===== src/rtl/led_pattern_source.sv =====
`default_nettype none
// ============================================================================
//  Module   : led_pattern_source
//  Purpose  : CPU-mapped LED pattern register with blink/rotate animation.
//             The display word is handed to the serial LED driver only on its
//             frame boundary, so every frame shows one coherent pattern.
//  Revision : 1.0  initial release
// ============================================================================
module led_pattern_source #(
    parameter int PRESCALE = 50000
) (
    input  logic        i_CLK,
    input  logic        i_RESET,
    input  logic        i_WE,
    input  logic [1:0]  i_Addr,
    input  logic [15:0] i_WData,
    output logic [15:0] o_RData,
    input  logic        i_FrameSync,
    output logic [15:0] o_Data16
);

    localparam int                      c_PRESC_W   = (PRESCALE > 1) ? $clog2(PRESCALE) : 1;
    localparam logic [c_PRESC_W-1:0]    c_PRESC_MAX = c_PRESC_W'(PRESCALE - 1);

    localparam logic [1:0] c_ADDR_DATA   = 2'd0;
    localparam logic [1:0] c_ADDR_MODE   = 2'd1;
    localparam logic [1:0] c_ADDR_PERIOD = 2'd2;
    localparam logic [1:0] c_ADDR_STATUS = 2'd3;

    localparam logic [1:0] c_ANIM_STATIC = 2'd0;
    localparam logic [1:0] c_ANIM_BLINK  = 2'd1;
    localparam logic [1:0] c_ANIM_ROTL   = 2'd2;
    localparam logic [1:0] c_ANIM_ROTR   = 2'd3;

    logic [15:0]          r_w;
    logic [2:0]           r_mode;
    logic [15:0]          r_period;
    logic                 r_phase;
    logic [c_PRESC_W-1:0] r_presc;
    logic [15:0]          r_step;
    logic [7:0]           r_frame;

    logic        w_wr_data;
    logic        w_wr_mode;
    logic        w_wr_period;
    logic        w_wr_status;
    logic        w_tick;
    logic [15:0] w_period_m1;
    logic        w_step_evt;
    logic        w_step_apply;
    logic        w_enable;
    logic [1:0]  w_anim;
    logic [15:0] w_shown;

    assign w_wr_data   = i_WE && (i_Addr == c_ADDR_DATA);
    assign w_wr_mode   = i_WE && (i_Addr == c_ADDR_MODE);
    assign w_wr_period = i_WE && (i_Addr == c_ADDR_PERIOD);
    assign w_wr_status = i_WE && (i_Addr == c_ADDR_STATUS);

    assign w_enable    = r_mode[2];
    assign w_anim      = r_mode[1:0];

    // A PERIOD of zero is treated as one tick per step.
    assign w_period_m1 = (r_period == 16'd0) ? 16'd0 : (r_period - 16'd1);
    assign w_tick      = (r_presc == c_PRESC_MAX);
    assign w_step_evt  = w_tick && (r_step == w_period_m1);
    // Any register write in the same cycle swallows the step.
    assign w_step_apply = w_step_evt && w_enable && !i_WE;

    // Word the driver would display right now, from current register state.
    always_comb begin
        w_shown = r_w;
        if (!w_enable) begin
            w_shown = 16'h0000;
        end else if ((w_anim == c_ANIM_BLINK) && r_phase) begin
            w_shown = 16'h0000;
        end
    end

    // Free-running tick prescaler, restarted by DATA/MODE writes.
    always_ff @(posedge i_CLK) begin
        if (i_RESET) begin
            r_presc <= '0;
        end else if (w_wr_data || w_wr_mode || w_tick) begin
            r_presc <= '0;
        end else begin
            r_presc <= r_presc + 1'b1;
        end
    end

    // Step counter: counts ticks up to the programmed period.
    always_ff @(posedge i_CLK) begin
        if (i_RESET) begin
            r_step <= 16'd0;
        end else if (w_wr_data || w_wr_mode || w_wr_period) begin
            r_step <= 16'd0;
        end else if (w_tick) begin
            r_step <= w_step_evt ? 16'd0 : (r_step + 16'd1);
        end
    end

    // Working pattern and blink phase: CPU writes, else animation steps.
    always_ff @(posedge i_CLK) begin
        if (i_RESET) begin
            r_w     <= 16'h0000;
            r_phase <= 1'b0;
        end else if (w_wr_data) begin
            r_w     <= i_WData;
            r_phase <= 1'b0;
        end else if (w_wr_mode) begin
            r_phase <= 1'b0;
        end else if (w_step_apply) begin
            case (w_anim)
                c_ANIM_STATIC: r_w     <= r_w;
                c_ANIM_BLINK:  r_phase <= ~r_phase;
                c_ANIM_ROTL:   r_w     <= {r_w[14:0], r_w[15]};
                c_ANIM_ROTR:   r_w     <= {r_w[0], r_w[15:1]};
                default:       r_w     <= r_w;
            endcase
        end
    end

    // MODE and PERIOD configuration registers.
    always_ff @(posedge i_CLK) begin
        if (i_RESET) begin
            r_mode   <= 3'd0;
            r_period <= 16'd1;
        end else begin
            if (w_wr_mode) begin
                r_mode <= i_WData[2:0];
            end
            if (w_wr_period) begin
                r_period <= i_WData;
            end
        end
    end

    // Frame counter; a STATUS write clear beats a coincident frame pulse.
    always_ff @(posedge i_CLK) begin
        if (i_RESET) begin
            r_frame <= 8'd0;
        end else if (w_wr_status) begin
            r_frame <= 8'd0;
        end else if (i_FrameSync) begin
            r_frame <= r_frame + 8'd1;
        end
    end

    // Display word is only handed over on the driver's frame boundary.
    always_ff @(posedge i_CLK) begin
        if (i_RESET) begin
            o_Data16 <= 16'h0000;
        end else if (i_FrameSync) begin
            o_Data16 <= w_shown;
        end
    end

    // Registered readback of the addressed register (pre-edge values).
    always_ff @(posedge i_CLK) begin
        if (i_RESET) begin
            o_RData <= 16'h0000;
        end else begin
            case (i_Addr)
                c_ADDR_DATA:   o_RData <= r_w;
                c_ADDR_MODE:   o_RData <= {13'd0, r_mode};
                c_ADDR_PERIOD: o_RData <= r_period;
                c_ADDR_STATUS: o_RData <= {r_frame, 6'd0, w_enable, r_phase};
                default:       o_RData <= 16'h0000;
            endcase
        end
    end

endmodule
`default_nettype wire


===== config.mk =====
export PLATFORM = sky130hd
export DESIGN_NAME = led_pattern_source
export DESIGN_NICKNAME = d
export VERILOG_FILES = /design/src/rtl/led_pattern_source.sv
export SDC_FILE = /design/constraint.sdc
export NUM_CORES = 1
export LEC_CHECK = 0
export CELL_PAD_IN_SITES_DETAIL_PLACEMENT = 0
export CELL_PAD_IN_SITES_GLOBAL_PLACEMENT = 1
export CORE_ASPECT_RATIO = 0.75
export CORE_MARGIN = 1.5
export CORE_UTILIZATION = 51
export CTS_BUF_LIST = sky130_fd_sc_hd__clkbuf_8
export CTS_CLUSTER_DIAMETER = 80
export DETAILED_ROUTE_END_ITERATION = 12
export DONT_BUFFER_PORTS = 1
export GPL_TIMING_DRIVEN = 1
export PLACE_DENSITY_LB_ADDON = 0.3
export SKIP_CTS_REPAIR_TIMING = 1
export SLEW_MARGIN = 20
export SYNTH_ARGS = -nofsm -noshare
export SYNTH_HDL_FRONTEND = slang
export SYNTH_SLANG_ARGS = --single-unit
export TNS_END_PERCENT = 100

===== constraint.sdc =====
create_clock -name i_CLK -period 6.32 [get_ports i_CLK]
set_input_delay 0.948 -clock i_CLK [delete_from_list [all_inputs] [get_ports i_CLK]]
set_output_delay 0.948 -clock i_CLK [all_outputs]
set_load 0.1 [all_outputs]

== Word-level counts from Yosys, hierarchy flattened ==
Cells that the tools add are included.
Cells by class
  add/sub/neg operators: 4
  equal/unequal tests: 9
  multiplexer cells: 9
  bitwise logic cells: 1
  reductions and logical operators: 22
Operator list (count)
  16-bit 2-to-1 mux: 7
  16-bit one-hot mux with 4 select lines: 1
  16-bit by 1-bit adder with 16-bit output, second input constant: 2
  16-bit one-hot mux with 2 select lines: 1
  16-bit equality test: 1
  16-bit equality test, second input constant: 1
  16-bit logical NOT: 1
  16-bit by 1-bit subtractor with 16-bit output, second input constant: 1
  8-bit by 1-bit adder with 8-bit output, second input constant: 1
  2-bit equality test, second input constant: 4
  1-bit logical AND: 8
  2-bit OR reduction: 3
  2-bit by 1-bit equality test with 1-bit output, second input constant: 2
  1-bit logical OR: 3
  3-bit AND reduction: 1
  3-bit nonzero test: 1
  3-bit OR reduction: 1
  2-bit logical NOT: 1
  2-bit != test, second input constant: 1
  2-bit AND reduction: 1
  2-bit nonzero test: 1
  1-bit logical NOT: 1
  1-bit NOT: 1
Storage, ports and cells
  register bits after elaboration: 108
  output and inout port bits: 32

== Logic depth before layout (Yosys ltp) ==
Gate-level depths: netlist of the first run.
  depth after elaboration: 9
  gate-level depth with buffers: 13

== Worst setup path after synthesis of the first run ==
Ideal clock, no wire load.
  kind: reg-to-reg
  start: reg r_presc[13]
  end: reg r_phase
  setup time: 0.086 ns
  arrival: 3.140 ns
  required time: 6.234 ns
  slack: 3.094 ns
  stages on the path, launching flop included: 9
  period minus slack after synthesis: 3.226 ns
  path through: dfxtp_1 -> or4_4 -> nor4_4 -> nand3_2 -> or3_1 -> or4_1 -> or4_4 -> or3_1 -> a211oi_1
On the way
  cells in the longest elaborated chain, start to end: 5
RTL lines
  start: declaration: line 39  | logic [c_PRESC_W-1:0] r_presc;
  start signal: assignment: line 87  | r_presc <= r_presc + 1'b1;
  16-bit equality test: line 65  | assign w_tick = (r_presc == c_PRESC_MAX);
  1-bit logical AND: line 66  | assign w_step_evt = w_tick && (r_step == w_period_m1);
  1-bit logical AND (2 in a row): line 68  | assign w_step_apply = w_step_evt && w_enable && !i_WE;
  2-bit AND reduction (no line)
  end signal: assignment: line 115  | c_ANIM_BLINK: r_phase <= ~r_phase;
  end: declaration: line 38  | logic r_phase;
Every way passes these cells.
A chain may end at the register's enable or synchronous reset.

== Final worst setup path of the first run ==
  start: reg r_period[2]
  end: reg r_w[14]
On the way
  cells in the longest elaborated chain, start to end: 8
RTL lines
  start: declaration: line 37  | logic [15:0] r_period;
  start signal: assignment: line 133  | r_period <= i_WData;
  16-bit by 1-bit subtractor with 16-bit output / 16-bit logical NOT (equally long branches): line 64  | assign w_period_m1 = (r_period == 16'd0) ? 16'd0 : (r_period - 16'd1);
  16-bit 2-to-1 mux (*): line 64
  16-bit equality test (*): line 66
  1-bit logical AND (*): line 66
  1-bit logical AND (*) (2 in a row): line 68
  2-bit nonzero test (no line) (*)
  3-bit AND reduction (no line) (*)
  end signal: assignment: line 108  | r_w <= i_WData;
  end signal: assignment: line 114  | c_ANIM_STATIC: r_w <= r_w;
  end signal: assignment: line 116  | c_ANIM_ROTL: r_w <= {r_w[14:0], r_w[15]};
  end: declaration: line 35  | logic [15:0] r_w;
Mark *: on every way between the ends. The rest lies on a longest branch, timed or not.

==> metrics.md, run 1 <==
| Metric | Value |
|---|---|
| 1st-iter DRT viols | between 400 and 500 |
| # rows | 32 |
| H-tree depth | 3 |
| Die Ht | roughly 90 um |
| Asr flop ratio synth | 0% |
| Worst-Skew Late Latency | 0.39 ns |
| Core area | roughly 10000 um2 |
| Crit Path Class | flop to flop |
| Total CTS buffers | 9 |
| Largest net degree at the start of global routing | between 70 and 80 |
| Area contributors post-synth | dfxtp_1, nor2_1, xor2_1 |
| Synthesis Warnings | 0 |
| CP dominant cell by count | nand3_1 |
| Final setup viols | 0 |
| Global route overflow | 0 |
| CP required | roughly 6.6 ns |
| Max-slew violations | 0 |
| DR WL/cell | between 15 and 20 um |
| PD cells | 231 nW/um2 |
| Area post-placement | 5350 um2 |
| Initial Util | between 50 and 60% |
| Period utilization | 69.8% |
| Vias in the first global route | about 4200 |
| Maximum vdd ir drop | approximately 0.00014 V |
| CP cell instances | nor4_2, nand4_1, or3b_2, nand3_1, o2111ai_1, nor4_1, nand3_1, o221a_2 |
| Peak Freq | about 0.23 GHz |
| Drt drc | 0 |
| Leak | around 2.0 nW |
| Reg power frac | a little under three fifths |
| Combinational Power Share | about 7.3% |
| Status | finished, final reports clean |
| Hold Crit Class | flop to flop |
| Via count | 4383 |
| Synth unique cells | 54 |
| Total GRT Usage | between 20% and 30% |
| Post-layout util | between 50% and 60% |
| Crit path largest cell delay | between 0.9 and 1 ns |
| RSZ-0062 raised after global routing | no |
| Drt first pass iters | 5 |
| Yosys top cell area share | between 40% and 50% |
| Psw | 0.345 mW |
| Int Power | approximately 0.94 mW |
| CP startpoint kind | flop |
| Total negative slack | 0 ns |
| Syn Nets | 657 |
| Synth Instances | 631 |
| Register bit total from synthesis | approximately 110 |
| Post-synth top cells | dfxtp_1, nor2_1, nand2_1, a21oi_1, xor2_1 |
| RD Place Congestion | a little over 0.9 |
| Via density | 5.89 |
| Max Root-Sink Buffers | 2 |
| Post-Route WL | 13.1 mm |
| First-pass GRT wire length | 22.0 mm |
| Fin nets | 629 |
| IO buf count | 0 |
| Detailed Place HPWL | around 9.3 mm |
| Mapped Area | between 5000 and 6000 um2 |
| Clock root buffer | clkbuf_8 |
| CTS clk-pin slew, worst paths | 0.10 ns |
| Initial antenna violation count | 0 |
| Crit. End Element | flop |
| Max Clock Skew | ~0.024 ns |
| Filler cells | approximately 970 |
| Pwr Total | 1.28 mW |
| Clock network power share | a little over a third |
| Design area | ~5600 um2 |
| Proportion of layout cells with a drive suffix above 1 | a little under an eighth |
| Die area | 11100 um2 |
| Slew HR | 26.7% |
| Register area share after synthesis | about two fifths |
| Fin. Hold Viols | 0 |
| Buf+Inv Stages, Crit Path | 0 |
| Critical Path Slowest Stage Cell | nor4_2 |
| Minimum clock period | approximately 4.4 ns |
| Synth Flop Type | dfxtp_1 |
| Area Overhead vs Synth | 4.51% |
| Number of synthesized flops with an enable pin | 0 |
| Crit path max fanout | 16 |
| CTS sink count | between 100 and 150 |
| Antenna Nets Post-Route | 0 |
| CTS tree | yes |
| Critical Path AT | between 4 and 5 ns |
| Mean area per synthesized cell | between 8 and 9 um2 |
| Max cap viols | 0 |
| Top-Level Pins | 54 |
| Leading area contributor after synthesis | dfxtp_1 |
| Slew @ Worst Pin | about 1.1 ns |
| Sw Ratio | 26.9% |
| Crit path max-delay family | simple AND/OR/NAND/NOR gates |
| Die W | approximately 120 um |
| Diode count | 0 |
[kinds of logic after synthesis]
kind of cell,synth area share (%)
and+or+nand+nor,27.1
muxes,7.40
adders and majority gates,0.939
buffers and inverters,3.33
xor gates and xnor gates,7.73
AOI/OAI and AO/OA,12.9
DFF,40.6
[metrics by stage]
stage	hold WS, ns	setup WS [ns]	instances
floorplan	0.418	3.09	631
global placement	0.429	2.30	728
detailed placement	0.437	2.09	728
CTS	0.459	2.06	744
global route	0.473	1.76	744
finish	0.456	1.91	744
[power groups by stage]
stage          Combinational, mW  Clock (mW)  Sequential [mW]
3_3_place_gp              0.0901           0            0.748
5_1_grt                    0.104       0.496            0.736
2_1_floorplan             0.0934           0            0.738
4_1_cts                   0.0926       0.466            0.733
6_report                  0.0935       0.457            0.734
3_5_place_dp              0.0923           0            0.749
[flip-flops by register name (all words and copies together), names as in the netlist]
signal,count
o_Data16,16
o_RData,16
r_frame,8
r_mode,3
r_period,16
r_phase,1
r_presc,16
r_step,16
r_w,16
[area by class of cell]
type	instances	area, um2	area share, %
multi-input cells	477	2990	53.8
clock inverters	6	77.6	1.39
well taps	136	170	3.06
flip-flops and latches	108	2160	38.8
clock buffers	10	138	2.47
inverters	7	26.3	0.472
[path summary, 6_finish.rpt]
path	startpoint	end	slack [ns]	cells after the start
hold reg to reg	r_presc[0]	r_presc[0]	0.46	1
setup reg to reg	r_period[2]	r_w[14]	1.91	8
setup / recovery	r_period[2]	r_w[14]	1.91	8
hold / removal	r_presc[0]	r_presc[0]	0.46	1
[cell usage in the layout (no fill, tap or decap), types with 2 or more instances in the layout]
cell type	synthesis	routed
and4_1	4	4
a31oi_1	2	2
xor2_1	33	33
or2_2	3	3
a21oi_1	45	44
nand4_1	12	12
o31ai_1	2	2
and3_1	10	10
o21ai_0	7	7
a211oi_1	3	3
o41ai_1	3	3
o221a_2	16	16
ha_1	4	4
a22oi_1	9	9
nor4_2	3	3
inv_1	7	7
nor3_1	9	9
inv_8	0	2
or4_1	4	4
mux2_2	23	23
a41oi_1	2	2
xnor2_1	14	14
nor3b_1	4	4
nand2b_1	4	4
nor2b_1	23	23
mux4_2	2	2
nor2_1	108	107
nand3b_1	3	3
nand2_1	65	65
or3_1	4	4
or4_4	2	2
dfxtp_1	108	108
nand3_1	24	24
mux2i_1	9	9
clkbuf_8	0	10
nor4_1	4	4
[routing by layer]
layer	vias to the layer above	GRT usage (%)	share of wire, %
met4	0	5.49	0.73
met3	8	6.53	7.9
met5	-	0	0
met2	157	36.9	43
li1	2157	-	-
met1	2061	36.1	49
[worst register-to-register path, cell delays in order (launching register included)]
cell and delay [ns]:
dfxtp_1 0.42, nor4_2 0.98, nand4_1 0.41, or3b_2 0.57, nand3_1 0.11, o2111ai_1 0.14
nor4_1 0.53, nand3_1 0.63, o221a_2 0.51
Note: power is estimated with default switching activity, not from simulation.
==> run 2, diff against run 1 <==
--- a/config.mk
+++ b/config.mk
@@ -9,7 +9,7 @@
 export CELL_PAD_IN_SITES_GLOBAL_PLACEMENT = 1
 export CORE_ASPECT_RATIO = 0.75
 export CORE_MARGIN = 1.5
-export CORE_UTILIZATION = 51
+export CORE_UTILIZATION = 50
 export CTS_BUF_LIST = sky130_fd_sc_hd__clkbuf_8
 export CTS_CLUSTER_DIAMETER = 80
 export DETAILED_ROUTE_END_ITERATION = 12
==> constraint.sdc (replaced) <==
create_clock -name i_CLK -period 4.25 [get_ports i_CLK]
set_input_delay 0.6375 -clock i_CLK [delete_from_list [all_inputs] [get_ports i_CLK]]
set_output_delay 0.6375 -clock i_CLK [all_outputs]
set_load 0.1 [all_outputs]
==> run 2 against run 1 <==
Compared with the run above: critical path depth stayed put; sequential power is 49% higher; wire length is 1.5% higher; total power is 51% higher; maximum frequency is 15% higher; worst setup slack worse by 1.5 ns; worst hold slack worse by 0.14 ns; core utilization is 0.40 points lower; sequential share of layout area is 0.17 points lower; combinational power is 52% higher.
==> metrics.md, run 2 (synthesis gave the netlist of run 1 again) <==
| Metric | Value |
|---|---|
| Status | finished, final reports clean (unchanged) |
| Hold Crit Class | primary input to flop (was flop to flop) |
| Final setup viols | 0 (unchanged) |
| First-pass GRT wire length | 21.8 mm (was 22.0 mm) |
| Clock root buffer | clkbuf_8 (unchanged) |
| Hold slack | 0.320 ns (was 0.456 ns) |
| Global route overflow | 0 (unchanged) |
| Peak Freq | 0.262 GHz (was 0.227 GHz) |
| Crit path largest cell delay | 0.62 ns (was 0.98 ns) |
| Critical Path Slowest Stage Cell | or4_1 (was nor4_2) |
| Diode count | 0 (unchanged) |
| RSZ-0062 raised after global routing | no (unchanged) |
| CP required | 4.53 ns (was 6.60 ns) |
| PD cells | 346 nW/um2 (was 231 nW/um2) |
| Worst min-delay path endpoint | r_period[5] (was r_presc[0]) |
| Area Overhead vs Synth | 4.96% (was 4.51%) |
| Commonest non-fill, non-tap cell in the layout | dfxtp_1 (unchanged) |
| DR WL/cell | 17.8 um (was 17.6 um) |
| Worst-Skew Late Latency | 0.38 ns (was 0.39 ns) |
| Critical Path Start | r_period[2] (unchanged) |
| Max-slew violations | 0 (unchanged) |
| Top-Level Pins | 54 (unchanged) |
| Worst R2R Setup Slack | 0.43 ns (was 1.91 ns) |
| Fin nets | 631 (was 629) |
| Total CTS buffers | 9 (unchanged) |
| H-tree depth | 3 (unchanged) |
| Initial antenna violation count | 0 (unchanged) |
| Maximum vdd ir drop | 0.000189 V (was 0.000136 V) |
| Crit. End Element | flop (unchanged) |
| Post-Route WL | 13.3 mm (was 13.1 mm) |
| R2r startpoint | r_period[2] (unchanged) |
| Via density | 5.94 (was 5.89) |
| Slew @ Worst Pin | 0.997 ns (was 1.09 ns) |
| Dpl ws | 0.436 ns (was 2.09 ns) |
| Period utilization | 90.0% (was 69.8%) |
| Area post-placement | 5360 um2 (was 5350 um2) |
| Min-delay src | i_RESET (was r_presc[0]) |
| 1st-iter DRT viols | 338 (was 440) |
| Slew HR | 33.4% (was 26.7%) |
| Drt first pass iters | 5 (unchanged) |
| CTS tree | yes (unchanged) |
| IO buf count | 0 (unchanged) |
| CP dominant cell by count | nor4_1 (was nand3_1) |
| CTS clk-pin slew, worst paths | 0.11 ns (was 0.10 ns) |
| Buf+Inv Stages, Crit Path | 0 (unchanged) |
| CTS sink count | 108 (unchanged) |
| Most frequent cells in the layout | dfxtp_1, nor2_1, nand2_1 (unchanged) |
| Die W | 122 um (was 121 um) |
| Crit path max-delay family | simple AND/OR/NAND/NOR gates (unchanged) |
| Stages on worst setup path | 8 (unchanged) |
| Pwr Total | 1.94 mW (was 1.28 mW) |
| Design area | 5590 um2 (was 5570 um2) |
| Hold Path Stages | 1 (unchanged) |
| Die Ht | 92.4 um (was 91.5 um) |
| Initial Util | 51.6% (was 52.2%) |
| Core area | 10300 um2 (was 10200 um2) |
| Drt drc | 0 (unchanged) |
| Total negative slack | 0 ns (unchanged) |
| CP cell instances | or4_1, o41ai_1, a21oi_1, nor4_1, o2111ai_1, nor4_1, nand3_1, o221a_2 (was nor4_2, nand4_1, or3b_2, nand3_1, o2111ai_1, nor4_1, nand3_1, o221a_2) |
| Critical Path AT | 4.10 ns (was 4.69 ns) |
| Crit Path Class | flop to flop (unchanged) |
| Antenna Nets Post-Route | 0 (unchanged) |
| Leak | 2.02 nW (was 2.01 nW) |
| Final WS setup | 0.426 ns (was 1.91 ns) |
| Minimum clock period | 3.82 ns (was 4.41 ns) |
| Detailed Place HPWL | 9.50 mm (was 9.34 mm) |
| # rows | 32 (unchanged) |
| Max Clock Skew | 0.0101 ns (was 0.0244 ns) |
| Die area | 11300 um2 (was 11100 um2) |
| Vias in the first global route | 4080 (was 4191) |
| Crit path max fanout | 16 (unchanged) |
| CP startpoint kind | flop (unchanged) |
| Max Root-Sink Buffers | 2 (unchanged) |
| Total GRT Usage | 24.5% (was 24.9%) |
| Fin. Hold Viols | 0 (unchanged) |
| Largest net degree at the start of global routing | 72 (unchanged) |
| RR Endpoint | r_w[14] (unchanged) |
| RD Place Congestion | 0.893 (was 0.913) |
| Max cap viols | 0 (unchanged) |
| Reg2reg path depth | 8 (unchanged) |
| Proportion of layout cells with a drive suffix above 1 | 11.8% (was 11.7%) |
| Via count | 4430 (was 4383) |
## run 2: cell types whose count changed in the layout (fill, tap and decap cells not counted)
cell	before	now
bufinv_16	1	2
inv_8	2	1
buf_4	0	2
clkbuf_8	10	9
inv_1	7	8
## run 2: layout make-up
cell class / instances / area, um2
fillers: 1026 / 4740
multi-input cells: 477 / 2990
flip-flops and latches: 108 / 2160
well taps: 136 / 170
clock buffers: 9 / 124
clock inverters: 7 / 100
inverters: 7 / 26.3
repair buffers: 2 / 15.0
## run 2: how the worst max path moves through the flow
stage                     endpoint  slack, ns
after global routing       r_w[14]       0.15
final                      r_w[14]       0.43
after detailed placement   r_w[14]       0.44
after global placement     r_w[14]       0.57
after floorplan            r_phase       1.02
after CTS                  r_w[14]       0.42
## run 2: power by group
part / internal, mW / switching (mW) / total [mW]
registers: 1.03 / 0.0594 / 1.09
logic: 0.0658 / 0.0758 / 0.142
clock network: 0.337 / 0.365 / 0.703
total: 1.44 / 0.501 / 1.94
## run 2: per-layer routing
layer  track usage (%)  up-vias  routed length, um
li1                  -     2156                  -
met1              36.9     2148               6900
met2              34.8      114               5470
met3              6.40       12                762
met4              5.43        0                121
met5                 0        -                  0
## run 2: worst reg2reg max path: cells and delay by family (launching register included)
family,cells,cell delay [ns]
and+or+nand+nor,4,1.99
AOI/OAI and AO/OA,4,1.32
DFF,1,0.42
## run 2: metrics by stage
step                      utilization [%]  cells
after floorplan                         -    631
after global placement               51.9    730
after detailed placement             51.9    730
after CTS                            54.1    746
after global routing                 54.1    746
final                                54.1    746
==> run 3, diff against run 2 <==
--- a/config.mk
+++ b/config.mk
@@ -5,11 +5,9 @@
 export SDC_FILE = /design/constraint.sdc
 export NUM_CORES = 1
 export LEC_CHECK = 0
-export CELL_PAD_IN_SITES_DETAIL_PLACEMENT = 0
-export CELL_PAD_IN_SITES_GLOBAL_PLACEMENT = 1
 export CORE_ASPECT_RATIO = 0.75
 export CORE_MARGIN = 1.5
-export CORE_UTILIZATION = 50
+export CORE_UTILIZATION = 51
 export CTS_BUF_LIST = sky130_fd_sc_hd__clkbuf_8
 export CTS_CLUSTER_DIAMETER = 80
 export DETAILED_ROUTE_END_ITERATION = 12
==> run 3 against run 2 <==
Compared with the run above: critical path type unchanged; highest routed layer unchanged; register-to-register slack improved by 0.16 ns; critical path depth did not move; clock skew rose by 0.0084 ns.
==> metrics.md, run 3 (synthesis gave the netlist of run 1 again) <==
| Metric | Value |
|---|---|
| DR WL/cell | 17.1 um (was 17.8 um) |
| Worst-Skew Late Latency | 0.38 ns (about the same) |
| Clock root buffer | clkbuf_8 (unchanged) |
| Proportion of layout cells with a drive suffix above 1 | 12.2% (was 11.8%) |
| Post-Route WL | 12.8 mm (was 13.3 mm) |
| Leak | 2.01 nW (was 2.02 nW) |
| Die W | 121 um (was 122 um) |
| Maximum vdd ir drop | 0.000154 V (was 0.000189 V) |
| Max Clock Skew | 0.0185 ns (was 0.0101 ns) |
| Die Ht | 91.5 um (was 92.4 um) |
| Slew @ Worst Pin | 0.984 ns (was 0.997 ns) |
| H-tree depth | 3 (unchanged) |
| Final setup viols | 0 (unchanged) |
| Design area | 5570 um2 (was 5590 um2) |
| Drt drc | 0 (unchanged) |
| Total CTS buffers | 9 (unchanged) |
| Crit. End Element | flop (unchanged) |
| Fin nets | 634 (was 631) |
| 1st-iter DRT viols | 521 (was 338) |
| Filler cells | 963 (was 1026) |
| CTS clk-pin slew, worst paths | 0.11 ns (about the same) |
| CTS sink count | 108 (unchanged) |
| Largest net degree at the start of global routing | 72 (unchanged) |
| Detailed Place HPWL | 9.13 mm (was 9.50 mm) |
| Crit Path Class | flop to flop (unchanged) |
| IO buf count | 0 (unchanged) |
| First-pass GRT wire length | 21.4 mm (was 21.8 mm) |
| Antenna Nets Post-Route | 0 (unchanged) |
| Hold Crit Class | primary input to flop (unchanged) |
| Hold slack | 0.317 ns (was 0.320 ns) |
| Total negative slack | 0 ns (unchanged) |
| RD Place Congestion | 0.877 (was 0.893) |
| RSZ-0062 raised after global routing | no (unchanged) |
| Max cap viols | 0 (unchanged) |
| CP required | 4.56 ns (was 4.53 ns) |
| CP startpoint kind | flop (unchanged) |
| Total GRT Usage | 24.0% (was 24.5%) |
| Max-slew violations | 0 (unchanged) |
| Vias in the first global route | 4180 (was 4080) |
| Via count | 4495 (was 4430) |
| Slew HR | 34.3% (was 33.4%) |
| Top-Level Pins | 54 (unchanged) |
| Max Root-Sink Buffers | 2 (unchanged) |
| Critical Path AT | 3.97 ns (was 4.10 ns) |
| Minimum clock period | 3.66 ns (was 3.82 ns) |
| Area post-placement | 5380 um2 (was 5360 um2) |
| CTS tree | yes (unchanged) |
| # rows | 32 (unchanged) |
| Global route overflow | 0 (unchanged) |
| Via density | 6.00 (was 5.94) |
| Area Overhead vs Synth | 4.53% (was 4.96%) |
| Period utilization | 86.1% (was 90.0%) |
| Pwr Total | 1.84 mW (was 1.94 mW) |
| Status | finished, final reports clean (unchanged) |
| PD cells | 330 nW/um2 (was 346 nW/um2) |
| Drt first pass iters | 6 (was 5) |
| Fin. Hold Viols | 0 (unchanged) |
| Post-layout util | 54.5% (was 54.1%) |
| Crit path max-delay family | simple AND/OR/NAND/NOR gates (unchanged) |
| Die area | 11100 um2 (was 11300 um2) |
| Commonest non-fill, non-tap cell in the layout | dfxtp_1 (unchanged) |
| Core area | 10200 um2 (was 10300 um2) |
| CP cell instances | nor4_2, nand4_1, or3b_2, nand3_1, o2111ai_1, nor4_1, a32o_1, o221a_2 (was or4_1, o41ai_1, a21oi_1, nor4_1, o2111ai_1, nor4_1, nand3_1, o221a_2) |
| Crit path largest cell delay | 0.68 ns (was 0.62 ns) |
| Buf+Inv Stages, Crit Path | 0 (unchanged) |
| Most frequent cells in the layout | dfxtp_1, nor2_1, nand2_1 (unchanged) |
| Diode count | 0 (unchanged) |
| Initial antenna violation count | 0 (unchanged) |
| Initial Util | 52.2% (was 51.6%) |
| Critical Path Slowest Stage Cell | nor4_2 (was or4_1) |
| Crit path max fanout | 16 (unchanged) |
| Peak Freq | 0.273 GHz (was 0.262 GHz) |
run 3: cell count changes in the layout (fill, tap and decap cells not counted):
cell / before / now
bufinv_16: 2 / 0
buf_4: 2 / 5
clkinv_4: 1 / 3
clkinv_2: 0 / 1
a21oi_1: 44 / 45
inv_1: 8 / 7
a21oi_2: 1 / 0
run 3: worst reg2reg max path, cell delays in order (launching register included):
cell and delay (ns):
dfxtp_1 0.37, nor4_2 0.68, nand4_1 0.33, or3b_2 0.53, nand3_1 0.09, o2111ai_1 0.13
nor4_1 0.46, a32o_1 0.68, o221a_2 0.31
run 3: path summary, 6_finish.rpt:
check,startpoint,to,slack [ns],cells after the start
worst max register to register,r_period[6],r_w[4],0.59,8
worst min register to register,r_presc[0],r_presc[0],0.47,1
worst min-delay path,i_RESET,r_period[3],0.32,1
worst max-delay path,r_period[6],r_w[4],0.59,8
run 3: power breakdown:
group          switching, mW  internal [mW]
Combinational         0.0763         0.0667
Sequential            0.0590           1.03
Clock                  0.381          0.222
run 3: final cells by class:
type / count / area (um2) / area share [%]
inverter: 7 / 26.3 / 0.472
clock buffer: 9 / 124 / 2.22
multi-input combinational: 477 / 2990 / 53.7
timing repair buffer: 5 / 37.5 / 0.674
tap: 136 / 170 / 3.06
sequential: 108 / 2160 / 38.8
clock inverter: 7 / 58.8 / 1.06
run 3: per-layer routing:
layer  wire length [um]  vias up  global-route usage [%]  share of wire (%)
li1                   -     2168                       -                  -
met4                174        0                    6.08                1.4
met3                880       20                    6.41                6.9
met5                  0        -                       0                  0
met1               6090     2156                    33.7                 47
met2               5700      151                    36.6                 44
run 3: metrics by stage:
step	setup WS, ns	cells
floorplan	1.02	631
global placement	0.708	732
detailed placement	0.680	733
CTS	0.652	749
global route	0.331	749
finish	0.591	749
